[config.mk]
export PLATFORM = sky130hd
export DESIGN_NAME = sect_reg_decode_gen_flat
export DESIGN_NICKNAME = d
export VERILOG_FILES = /design/src/rtl/sect_reg_decode_gen_if.sv /design/src/rtl/sect_reg_decode_gen.sv /design/src/flat_wrapper.sv
export SDC_FILE = /design/constraint.sdc
export NUM_CORES = 1
export LEC_CHECK = 0
export BUFFER_PORTS_ARGS = -buffer_cell sky130_fd_sc_hd__buf_2
export CORE_MARGIN = 2
export CORE_UTILIZATION = 42
export DETAILED_ROUTE_END_ITERATION = 16
export PLACE_DENSITY = 0.61
export SYNTH_ARGS = -nofsm -noshare
export SYNTH_HDL_FRONTEND = slang
export SYNTH_SLANG_ARGS = --single-unit
[constraint.sdc]
create_clock -name CLK -period 1.8 [get_ports CLK]
set_clock_uncertainty 0.15 [all_clocks]
set_input_delay 0.27 -clock CLK [delete_from_list [all_inputs] [get_ports CLK]]
set_output_delay 0.27 -clock CLK [all_outputs]
set_load 0.02 [all_outputs]
[src/rtl/sect_reg_decode_gen_if.sv]
// Bus bundle for the sector-register / Y-address decode block.
// The master side drives HOP/EXM/access/interrupt controls; the slave side
// returns the Y-sector select, committed sector state and stack status.
interface sect_reg_decode_gen_if #(
    parameter int unsigned SECT_W = 3,
    parameter int unsigned EXM_W  = 2
);
    localparam int unsigned N = 2**SECT_W;

    logic              HOP_LD;
    logic [SECT_W-1:0] HOP_IS;
    logic [SECT_W-1:0] HOP_DS;
    logic              HOP_PAD;
    logic              COMMIT;
    logic              EXM_LD;
    logic              EXM_EN;
    logic [EXM_W-1:0]  EXM_SEL;
    logic              ACC_REQ;
    logic              ACC_DATA;
    logic              A9;
    logic              INT_SAVE;
    logic              INT_RESTORE;
    logic              ERR_CLR;
    logic [N-1:0]      AYN;
    logic              AY_VALID;
    logic [SECT_W-1:0] IS;
    logic [SECT_W-1:0] DS;
    logic              PAD;
    logic              EXMD;
    logic              STK_EMPTY;
    logic              STK_FULL;
    logic              STK_ERR;

    modport master (
        output HOP_LD, HOP_IS, HOP_DS, HOP_PAD, COMMIT, EXM_LD, EXM_EN, EXM_SEL,
               ACC_REQ, ACC_DATA, A9, INT_SAVE, INT_RESTORE, ERR_CLR,
        input  AYN, AY_VALID, IS, DS, PAD, EXMD, STK_EMPTY, STK_FULL, STK_ERR
    );

    modport slave (
        input  HOP_LD, HOP_IS, HOP_DS, HOP_PAD, COMMIT, EXM_LD, EXM_EN, EXM_SEL,
               ACC_REQ, ACC_DATA, A9, INT_SAVE, INT_RESTORE, ERR_CLR,
        output AYN, AY_VALID, IS, DS, PAD, EXMD, STK_EMPTY, STK_FULL, STK_ERR
    );
endinterface

[src/rtl/sect_reg_decode_gen.sv]
// Sector registers (IS/DS/PAD/EXMD), staged HOP loads committed at end of
// instruction, a nested interrupt context stack, and a registered active-low
// one-hot Y-sector select produced for every memory access request.
module sect_reg_decode_gen #(
    parameter int unsigned SECT_W = 3,
    parameter int unsigned EXM_W  = 2,
    parameter int unsigned DEPTH  = 2
) (
    input logic                  CLK,
    input logic                  RESET,
    sect_reg_decode_gen_if.slave bus
);
    localparam int unsigned N    = 2**SECT_W;
    localparam int unsigned SP_W = $clog2(DEPTH + 1);
    // Extended-memory sectors occupy the top 2**EXM_W decode lines.
    localparam logic [SECT_W-1:0] EXM_BASE = SECT_W'(N - 2**EXM_W);

    typedef struct packed {
        logic [SECT_W-1:0] is_v;
        logic [SECT_W-1:0] ds_v;
        logic              pad_v;
        logic              exmd_v;
        logic [EXM_W-1:0]  sel_v;
    } ctx_t;

    logic [SECT_W-1:0] is_q, is_d, ds_q, ds_d;
    logic              pad_q, pad_d, exmd_q, exmd_d;
    logic [EXM_W-1:0]  exsel_q, exsel_d;
    logic [SECT_W-1:0] stg_is_q, stg_is_d, stg_ds_q, stg_ds_d;
    logic              stg_pad_q, stg_pad_d, stg_vld_q, stg_vld_d;
    logic [N-1:0]      ayn_q, ayn_d;
    logic              ay_valid_q, ay_valid_d;
    logic              err_q, err_d;
    logic [SP_W-1:0]   sp_q, sp_d;
    ctx_t              stk_q [DEPTH];
    ctx_t              stk_d [DEPTH];

    logic              stk_empty, stk_full;
    logic              save_only, restore_only, fault;
    ctx_t              cur, top;
    logic [SECT_W-1:0] idx;

    assign stk_empty    = (sp_q == '0);
    assign stk_full     = (sp_q == SP_W'(DEPTH));
    assign save_only    = bus.INT_SAVE & ~bus.INT_RESTORE;
    assign restore_only = bus.INT_RESTORE & ~bus.INT_SAVE;

    // Next-state: stack ops take precedence over HOP/COMMIT; decode uses current regs.
    always_comb begin
        is_d       = is_q;
        ds_d       = ds_q;
        pad_d      = pad_q;
        exmd_d     = exmd_q;
        exsel_d    = exsel_q;
        stg_is_d   = stg_is_q;
        stg_ds_d   = stg_ds_q;
        stg_pad_d  = stg_pad_q;
        stg_vld_d  = stg_vld_q;
        sp_d       = sp_q;
        stk_d      = stk_q;
        ayn_d      = ayn_q;
        ay_valid_d = 1'b0;
        fault      = bus.INT_SAVE & bus.INT_RESTORE;
        cur        = {is_q, ds_q, pad_q, exmd_q, exsel_q};
        top        = stk_q[0];
        idx        = ds_q;

        for (int unsigned i = 0; i < DEPTH; i++) begin
            if (sp_q == SP_W'(i + 1)) top = stk_q[i];
        end

        if (restore_only) begin
            if (stk_empty) begin
                fault = 1'b1;
            end else begin
                is_d      = top.is_v;
                ds_d      = top.ds_v;
                pad_d     = top.pad_v;
                exmd_d    = top.exmd_v;
                exsel_d   = top.sel_v;
                stg_vld_d = 1'b0;
                sp_d      = sp_q - SP_W'(1);
            end
        end else begin
            if (save_only) begin
                // Push is taken from the current registers, so a same-cycle
                // COMMIT is dropped and a same-cycle EXM_LD lands after it.
                if (stk_full) begin
                    fault = 1'b1;
                end else begin
                    for (int unsigned i = 0; i < DEPTH; i++) begin
                        if (sp_q == SP_W'(i)) stk_d[i] = cur;
                    end
                    sp_d = sp_q + SP_W'(1);
                end
                stg_vld_d = 1'b0;
            end else if (bus.HOP_LD && bus.COMMIT) begin
                is_d      = bus.HOP_IS;
                ds_d      = bus.HOP_DS;
                pad_d     = bus.HOP_PAD;
                stg_vld_d = 1'b0;
            end else if (bus.HOP_LD) begin
                stg_is_d  = bus.HOP_IS;
                stg_ds_d  = bus.HOP_DS;
                stg_pad_d = bus.HOP_PAD;
                stg_vld_d = 1'b1;
            end else if (bus.COMMIT && stg_vld_q) begin
                is_d      = stg_is_q;
                ds_d      = stg_ds_q;
                pad_d     = stg_pad_q;
                stg_vld_d = 1'b0;
            end
            if (bus.EXM_LD) begin
                exmd_d  = bus.EXM_EN;
                exsel_d = bus.EXM_SEL;
            end
        end

        err_d = fault ? 1'b1 : (bus.ERR_CLR ? 1'b0 : err_q);

        if (!bus.ACC_DATA)  idx = is_q;
        else if (exmd_q)    idx = EXM_BASE + SECT_W'(exsel_q);
        else if (pad_q)     idx = is_q;
        else if (bus.A9)    idx = SECT_W'(N - 1);

        if (bus.ACC_REQ) begin
            ayn_d      = ~(N'(1) << idx);
            ay_valid_d = 1'b1;
        end
    end

    // State registers with asynchronous reset, including the context stack.
    always_ff @(posedge CLK or posedge RESET) begin
        if (RESET) begin
            is_q       <= '0;
            ds_q       <= '0;
            pad_q      <= 1'b0;
            exmd_q     <= 1'b0;
            exsel_q    <= '0;
            stg_is_q   <= '0;
            stg_ds_q   <= '0;
            stg_pad_q  <= 1'b0;
            stg_vld_q  <= 1'b0;
            ayn_q      <= '1;
            ay_valid_q <= 1'b0;
            err_q      <= 1'b0;
            sp_q       <= '0;
            for (int unsigned i = 0; i < DEPTH; i++) stk_q[i] <= '0;
        end else begin
            is_q       <= is_d;
            ds_q       <= ds_d;
            pad_q      <= pad_d;
            exmd_q     <= exmd_d;
            exsel_q    <= exsel_d;
            stg_is_q   <= stg_is_d;
            stg_ds_q   <= stg_ds_d;
            stg_pad_q  <= stg_pad_d;
            stg_vld_q  <= stg_vld_d;
            ayn_q      <= ayn_d;
            ay_valid_q <= ay_valid_d;
            err_q      <= err_d;
            sp_q       <= sp_d;
            stk_q      <= stk_d;
        end
    end

    assign bus.AYN       = ayn_q;
    assign bus.AY_VALID  = ay_valid_q;
    assign bus.IS        = is_q;
    assign bus.DS        = ds_q;
    assign bus.PAD       = pad_q;
    assign bus.EXMD      = exmd_q;
    assign bus.STK_EMPTY = stk_empty;
    assign bus.STK_FULL  = stk_full;
    assign bus.STK_ERR   = err_q;
endmodule

[src/flat_wrapper.sv]
// flat-port wrapper written by rule: the top's interface ports become plain ports
module sect_reg_decode_gen_flat 
#(
    parameter int unsigned SECT_W = 3,
    parameter int unsigned EXM_W  = 2,
    parameter int unsigned DEPTH  = 2
)
  (CLK, RESET, bus_HOP_LD, bus_HOP_IS, bus_HOP_DS, bus_HOP_PAD, bus_COMMIT, bus_EXM_LD, bus_EXM_EN, bus_EXM_SEL, bus_ACC_REQ, bus_ACC_DATA, bus_A9, bus_INT_SAVE, bus_INT_RESTORE, bus_ERR_CLR, bus_AYN, bus_AY_VALID, bus_IS, bus_DS, bus_PAD, bus_EXMD, bus_STK_EMPTY, bus_STK_FULL, bus_STK_ERR);
  sect_reg_decode_gen_if #(.SECT_W(SECT_W), .EXM_W(EXM_W)) bus_i ();
  input logic CLK;
  input logic RESET;
  input wire logic [$bits(bus_i.HOP_LD)-1:0] bus_HOP_LD;
  input wire logic [$bits(bus_i.HOP_IS)-1:0] bus_HOP_IS;
  input wire logic [$bits(bus_i.HOP_DS)-1:0] bus_HOP_DS;
  input wire logic [$bits(bus_i.HOP_PAD)-1:0] bus_HOP_PAD;
  input wire logic [$bits(bus_i.COMMIT)-1:0] bus_COMMIT;
  input wire logic [$bits(bus_i.EXM_LD)-1:0] bus_EXM_LD;
  input wire logic [$bits(bus_i.EXM_EN)-1:0] bus_EXM_EN;
  input wire logic [$bits(bus_i.EXM_SEL)-1:0] bus_EXM_SEL;
  input wire logic [$bits(bus_i.ACC_REQ)-1:0] bus_ACC_REQ;
  input wire logic [$bits(bus_i.ACC_DATA)-1:0] bus_ACC_DATA;
  input wire logic [$bits(bus_i.A9)-1:0] bus_A9;
  input wire logic [$bits(bus_i.INT_SAVE)-1:0] bus_INT_SAVE;
  input wire logic [$bits(bus_i.INT_RESTORE)-1:0] bus_INT_RESTORE;
  input wire logic [$bits(bus_i.ERR_CLR)-1:0] bus_ERR_CLR;
  output wire logic [$bits(bus_i.AYN)-1:0] bus_AYN;
  output wire logic [$bits(bus_i.AY_VALID)-1:0] bus_AY_VALID;
  output wire logic [$bits(bus_i.IS)-1:0] bus_IS;
  output wire logic [$bits(bus_i.DS)-1:0] bus_DS;
  output wire logic [$bits(bus_i.PAD)-1:0] bus_PAD;
  output wire logic [$bits(bus_i.EXMD)-1:0] bus_EXMD;
  output wire logic [$bits(bus_i.STK_EMPTY)-1:0] bus_STK_EMPTY;
  output wire logic [$bits(bus_i.STK_FULL)-1:0] bus_STK_FULL;
  output wire logic [$bits(bus_i.STK_ERR)-1:0] bus_STK_ERR;
  assign bus_i.HOP_LD = bus_HOP_LD;
  assign bus_i.HOP_IS = bus_HOP_IS;
  assign bus_i.HOP_DS = bus_HOP_DS;
  assign bus_i.HOP_PAD = bus_HOP_PAD;
  assign bus_i.COMMIT = bus_COMMIT;
  assign bus_i.EXM_LD = bus_EXM_LD;
  assign bus_i.EXM_EN = bus_EXM_EN;
  assign bus_i.EXM_SEL = bus_EXM_SEL;
  assign bus_i.ACC_REQ = bus_ACC_REQ;
  assign bus_i.ACC_DATA = bus_ACC_DATA;
  assign bus_i.A9 = bus_A9;
  assign bus_i.INT_SAVE = bus_INT_SAVE;
  assign bus_i.INT_RESTORE = bus_INT_RESTORE;
  assign bus_i.ERR_CLR = bus_ERR_CLR;
  assign bus_AYN = bus_i.AYN;
  assign bus_AY_VALID = bus_i.AY_VALID;
  assign bus_IS = bus_i.IS;
  assign bus_DS = bus_i.DS;
  assign bus_PAD = bus_i.PAD;
  assign bus_EXMD = bus_i.EXMD;
  assign bus_STK_EMPTY = bus_i.STK_EMPTY;
  assign bus_STK_FULL = bus_i.STK_FULL;
  assign bus_STK_ERR = bus_i.STK_ERR;
  sect_reg_decode_gen #(.SECT_W(SECT_W), .EXM_W(EXM_W), .DEPTH(DEPTH)) u_core (.CLK(CLK), .RESET(RESET), .bus(bus_i));
endmodule
==> impl_metrics.toml, run 1 <==
[clocking]
post_cts_buffers = 0
cts_buffers = 5
root_buffer = "clkbuf_8"
h-tree-depth = 2
clock_latency_ns = 0.30
path_clk_slew_ns = 0.09
cts_tree = "done"
cts_sinks = 50
clock_path_buffers = 2

[layout]
layout_common_cells = "dfrtp_1 (42), buf_2 (39), mux2_2 (33), buf_4 (16), nor2_1 (13)"
drive_above_1_share_pct = 45.9
area_delta_synth_final_pct = 21.4
nets = 293
layout.cells.most_common = "dfrtp_1"
n_antenna_cell = 0

[outcome]
run_status = "finished clean"

[route]
wire_per_inst_microns = 15.1
drt_wl_total_mm = 5.16
ant_nets = 0
viasPerCell = 5.23
first_pass_iters = 4
drcViolationCount = 0
vias = 1784
dr.first_iter.drc_count = 89

[worst_hold_path]
hp-class = "input port to flop"

[setup_path]
critPathArrivalTime_ns = 1.79
r2r-end = "u_core.stk_q[8]$_DFFE_PP0P_"
critPathMaxFanout = 10
reg2reg_setup_slack_ns = 0.05
cp-start-kind = "flop"
end_kind = "flop"
crit_path_end = "u_core.stk_q[8]$_DFFE_PP0P_"
r2r_start = "u_core.sp_q[1]$_DFFE_PP0P_"
critPathKind = "flop to flop"
crit_path_start = "u_core.sp_q[1]$_DFFE_PP0P_"
required_ns = 1.84
r2r_cells = 4

[timing]
setup_violations = 0
worst_slack_ns = 0.0520
drv_slew = 0
rsz0062_at_grt = "yes"
finalCritPeriodShare_pct = 97.1
tightestPinTransition_ns = 0.476
max-slew-margin-rel_pct = 68.0
fin_crit_ns = 1.75
hold_viol_final = 0
max_freq_mhz = 572
setup_tns_ns = 0

[floorplanning]
core_region_area_sq_mm = 0.00585
chipHeight_microns = 81.2
die-area_sq_mm = 0.00659
die_w_microns = 81.2
start_util_pct = 42.8
std_cell_rows = 28
ios = 41

[place]
hpwl_mm = 3.75
port-buffer-count = 40
dp_worst_setup_slack_ns = -0.0974
place_congestion = 0.775

[yosys]
avgSynthCellArea_sq_um = 11.8
yosysSeqAreaShare_pct = 50.4
synth_nets = 240
synth-edff-count = 0
async_reset_ff_share_pct = 100
yosys_warnings = 0
syn_inst = 212
syn-cell-area_sq_mm = 0.00250
ys_ff_latch = 50
ys.flop_type = "dfrtp_1"
synth_cell_types = 39

[run]
cap_violations = 0

[pwr]
power_density_mw_per_mm2 = 1490
vdd_ir_drop_max_mv = 0.537
finalPower_uw = 4540
p_leak_uw = 0.00134

[global_routing]
grt_max_degree = 51
grt_pass1_vias = 1714
grt_pass1_wl_mm = 8.48
antenna_found_initial = 0
overflow = 0
grt_use_total_pct = 17.0
## layer usage
metal  part of all wire, %  track usage, %  vias to the layer above
met5                     0               0                        -
met4                   1.3            4.58                        0
met3                   4.6            3.89                        6
met2                    47            26.6                       44
met1                    47            23.7                      852
li1                      -               -                      882
## cell usage after synthesis, types with 3 or more instances
| cell | number | area, sq um |
|---|---|---|
| ha_1 | 7 | 87.6 |
| nor3_1 | 4 | 20.0 |
| mux2i_1 | 9 | 90.1 |
| dfstp_2 | 8 | 210 |
| a41oi_1 | 8 | 70.1 |
| o21ai_0 | 5 | 25.0 |
| dfrtp_1 | 42 | 1050 |
| a211oi_1 | 10 | 75.1 |
| nand2b_1 | 4 | 25.0 |
| mux2_2 | 33 | 372 |
| and3_1 | 7 | 43.8 |
| inv_1 | 9 | 33.8 |
| nor2_1 | 13 | 48.8 |
| buf_4 | 3 | 22.5 |
| buf_2 | 7 | 35.0 |
| a21oi_1 | 11 | 55.1 |
## cell type report
cell class	instances	area, sq um
fillers	533	2810
well taps	75	93.8
clock inverters	2	13.8
inverters	10	37.5
repair buffers	60	388
clock buffers	6	72.6
flip-flops and latches	50	1260
multi-input cells	138	1170
## metrics by stage
stage               instance area, sq um  utilization [%]  std cells  hold slack, ns
floorplan                           2540                -        212           0.151
global placement                    2920             50.0        332           0.184
detailed placement                  2920             50.0        332           0.185
CTS                                 3020             51.6        341          0.0406
global route                        3040             52.0        341          0.0392
finish                              3040             52.0        341          0.0517
## report_power, final
| part | switching (uW) | leakage, uW | total [uW] | internal [uW] |
|---|---|---|---|---|
| clock network | 378 | 0.0000452 | 653 | 275 |
| logic | 949 | 0.000704 | 1900 | 952 |
| registers | 361 | 0.000593 | 1990 | 1630 |
| total | 1690 | 0.00134 | 4540 | 2860 |
## cells by family (layout without fill, tap and decap cells)
family,after synthesis,count (layout),synth area share [%]
AND/OR/NAND/NOR,42,42,9.65
adder cells (fa/ha/maj),7,7,3.50
flip-flops,50,50,50.4
multiplexers,43,43,18.9
buffers and inverters,24,78,4.70
AO/OA/AOI/OAI,45,45,12.5
XOR/XNOR,1,1,0.350
## critical path: stages, from the launching register on
cell	delay, ns
dfrtp_1	0.45
ha_4	0.21
nor4bb_2	0.25
buf_4	0.23
mux2_2	0.35
## sequential cells by signal, summed over array words and instances, names as in the netlist, 2 cells and up
register,count
u_core.bus.AYN,8
u_core.bus.DS,3
u_core.bus.IS,3
u_core.exsel_q,2
u_core.sp_q,2
u_core.stg_ds_q,3
u_core.stg_is_q,3
u_core.stk_q,20
## what timing repair did
item | CTS | global route
endpoints found under the setup margin | 0 | 12
hold endpoints to repair | 42 | 0
resized for setup | 0 | 5
hold buffers | 1 | 0
## how the worst min path moves through the flow
stage / from / end / depth (start not counted) / slack [ns]
floorplan: bus_ACC_REQ / u_core.bus.AY_VALID$_DFF_PP0_ / 0 / 0.15
global placement: RESET / u_core.stg_is_q[0]$_DFFE_PP0P_ / 3 / 0.18
detailed placement: RESET / u_core.stg_is_q[0]$_DFFE_PP0P_ / 3 / 0.19
CTS: bus_HOP_IS[2] / u_core.stg_is_q[2]$_DFFE_PP0P_ / 2 / 0.04
global route: bus_HOP_DS[0] / u_core.stg_ds_q[0]$_DFFE_PP0P_ / 2 / 0.04
finish: bus_HOP_DS[0] / u_core.stg_ds_q[0]$_DFFE_PP0P_ / 2 / 0.05
Power figures use the tool's default switching activity.
==> inputs of run 2 (changes only) <==
- CTS_BUF_LIST: not set -> sky130_fd_sc_hd__clkbuf_2
- RECOVER_POWER: not set -> 50
==> impl_metrics.toml, run 2 (same netlist as run 1, synthesis figures left out) <==
[outcome]
run_status = "finished, violations left"
violations = "negative setup slack"

[route]
drt_wl_total_mm = 5.48
drcViolationCount = 0
vias = 1890
dr.first_iter.drc_count = 93
first_pass_iters = 4
wire_per_inst_microns = 15.1
ant_nets = 0
viasPerCell = 5.22

[layout]
area_delta_synth_final_pct = 29.9
n_antenna_cell = 0
drive_above_1_share_pct = 46.7
regMostFlops = "u_core.stk_q"
stdcell_count = 362
nets = 314
largest_reg_flops = 20
layout_common_cells = "dfrtp_1 (42), buf_2 (38), mux2_2 (23), buf_4 (20)"
layout.cells.most_common = "dfrtp_1"

[floorplanning]
die_w_microns = 81.2
chipHeight_microns = 81.2
std_cell_rows = 28
die-area_sq_mm = 0.00659
core_region_area_sq_mm = 0.00585
ios = 41
start_util_pct = 42.8

[timing]
tightestPinTransition_ns = 1.23
setup_tns_ns = -0.607
max_freq_mhz = 536
worst_slack_ns = -0.0645
max-slew-margin-rel_pct = 17.8
fin_crit_ns = 1.86
drv_slew = 0
finalCritPeriodShare_pct = 104
setup_violations = 12
hold_viol_final = 0
holdWs_ns = 0.0454
rsz0062_at_grt = "yes"

[place]
place_inst = 332
hpwl_mm = 3.75
place_congestion = 0.775
dp_worst_setup_slack_ns = -0.0974
port-buffer-count = 40

[setup_path]
path_buf_inv = 3
slowest_stage = "dfrtp_1"
cp-start-kind = "flop"
end_kind = "flop"
cp_cell_sequence = "inv_2 > buf_6 > ha_2 > nor4bb_4 > buf_6 > mux2_4"
cp_top_family = "flip-flops"
critPathKind = "flop to flop"
cpMostUsedCell = "buf_6"
critPathArrivalTime_ns = 2.05
slowest_delay_ns = 0.49
critPathMaxFanout = 5
required_ns = 1.99

[global_routing]
grt_pass1_wl_mm = 8.76
grt_pass1_vias = 1795
overflow = 0
grt_use_total_pct = 17.4
antenna_found_initial = 0
grt_max_degree = 51

[clocking]
cts_tree = "done"
root_buffer = "clkbuf_2"
path_clk_slew_ns = 0.25
cts_buffers = 5
h-tree-depth = 2
clock_path_buffers = 2
clock_latency_ns = 0.42
cts_sinks = 50

[pwr]
power_density_mw_per_mm2 = 1430
p_leak_uw = 0.00145
vdd_ir_drop_max_mv = 0.616

[worst_hold_path]
hp-class = "input port to flop"

[run]
cap_violations = 0
==> run 2: cell count changes in the layout (fill, tap and decap cells not counted), sizes merged <==
cell | before | now
clkbuf | 6 | 7
inv | 10 | 9
dlygate4sd3 | 1 | 13
buf | 59 | 67
clkinv | 2 | 3
==> run 2: area by class of cell <==
| cell class | instances | area, sq um |
|---|---|---|
| fillers | 507 | 2600 |
| flip-flops and latches | 50 | 1260 |
| multi-input cells | 138 | 1230 |
| repair buffers | 81 | 586 |
| well taps | 75 | 93.8 |
| inverters | 10 | 37.5 |
| clock buffers | 6 | 30.0 |
| clock inverters | 2 | 13.8 |
==> run 2: routing by layer <==
metal | wire (microns) | vias to the layer above | global-route usage (%)
met5 | 0 | - | 0
met4 | 35 | 0 | 4.07
met3 | 203 | 4 | 3.89
met2 | 2670 | 36 | 28.5
met1 | 2560 | 924 | 23.6
li1 | - | 926 | -
==> run 2: repair_timing <==
item / 4_1_cts / 5_1_grt
resized for setup: 6 / 26
buffers inserted: 6 / 2
pin swaps: 1 / 1
cloned: 0 / 1
endpoints found under the setup margin: 2 / 20
hold buffers: 13 / 0
endpoints found under the hold margin: 62 / 0
==> run 2: worst paths after layout <==
kind | from | end | slack (ns) | depth (start not counted)
min | bus_EXM_SEL[1] | u_core.exsel_q[1]$_DFFE_PP0P_ | 0.05 | 3
min in group asynchronous | RESET | u_core.stg_is_q[1]$_DFFE_PP0P_ | 0.60 | 4
max reg2reg | u_core.sp_q[1]$_DFFE_PP0P_ | u_core.stk_q[9]$_DFFE_PP0P_ | -0.06 | 6
min reg2reg | u_core.bus.AYN[2]$_DFFE_PP1P_ | u_core.bus.AYN[2]$_DFFE_PP1P_ | 0.37 | 2
max | u_core.sp_q[1]$_DFFE_PP0P_ | u_core.stk_q[9]$_DFFE_PP0P_ | -0.06 | 6
max in group asynchronous | RESET | u_core.bus.IS[1]$_DFFE_PP0P_ | 0.17 | 4
==> run 2: worst reg2reg max path: stages (launching register included) <==
cell and delay, ns:
dfrtp_1 0.49, inv_2 0.11, buf_6 0.10, ha_2 0.15
nor4bb_4 0.29, buf_6 0.19, mux2_4 0.30
==> run 2: where the power goes <==
part	total, uW	switching (uW)	internal (uW)	leakage, uW
Clock	461	358	103	0.0000330
Sequential	2000	375	1620	0.000593
Combinational	2200	1020	1180	0.000828
Total	4660	1750	2910	0.00145
==> run 2: metrics by stage <==
stage               power [uW]  util [%]  instance area, sq um
finish                    4660      55.6                  3250
global route              5000      55.6                  3250
CTS                       4520      54.0                  3160
detailed placement        3900      50.0                  2920
global placement          3850      50.0                  2920
floorplan                 3320         -                  2540
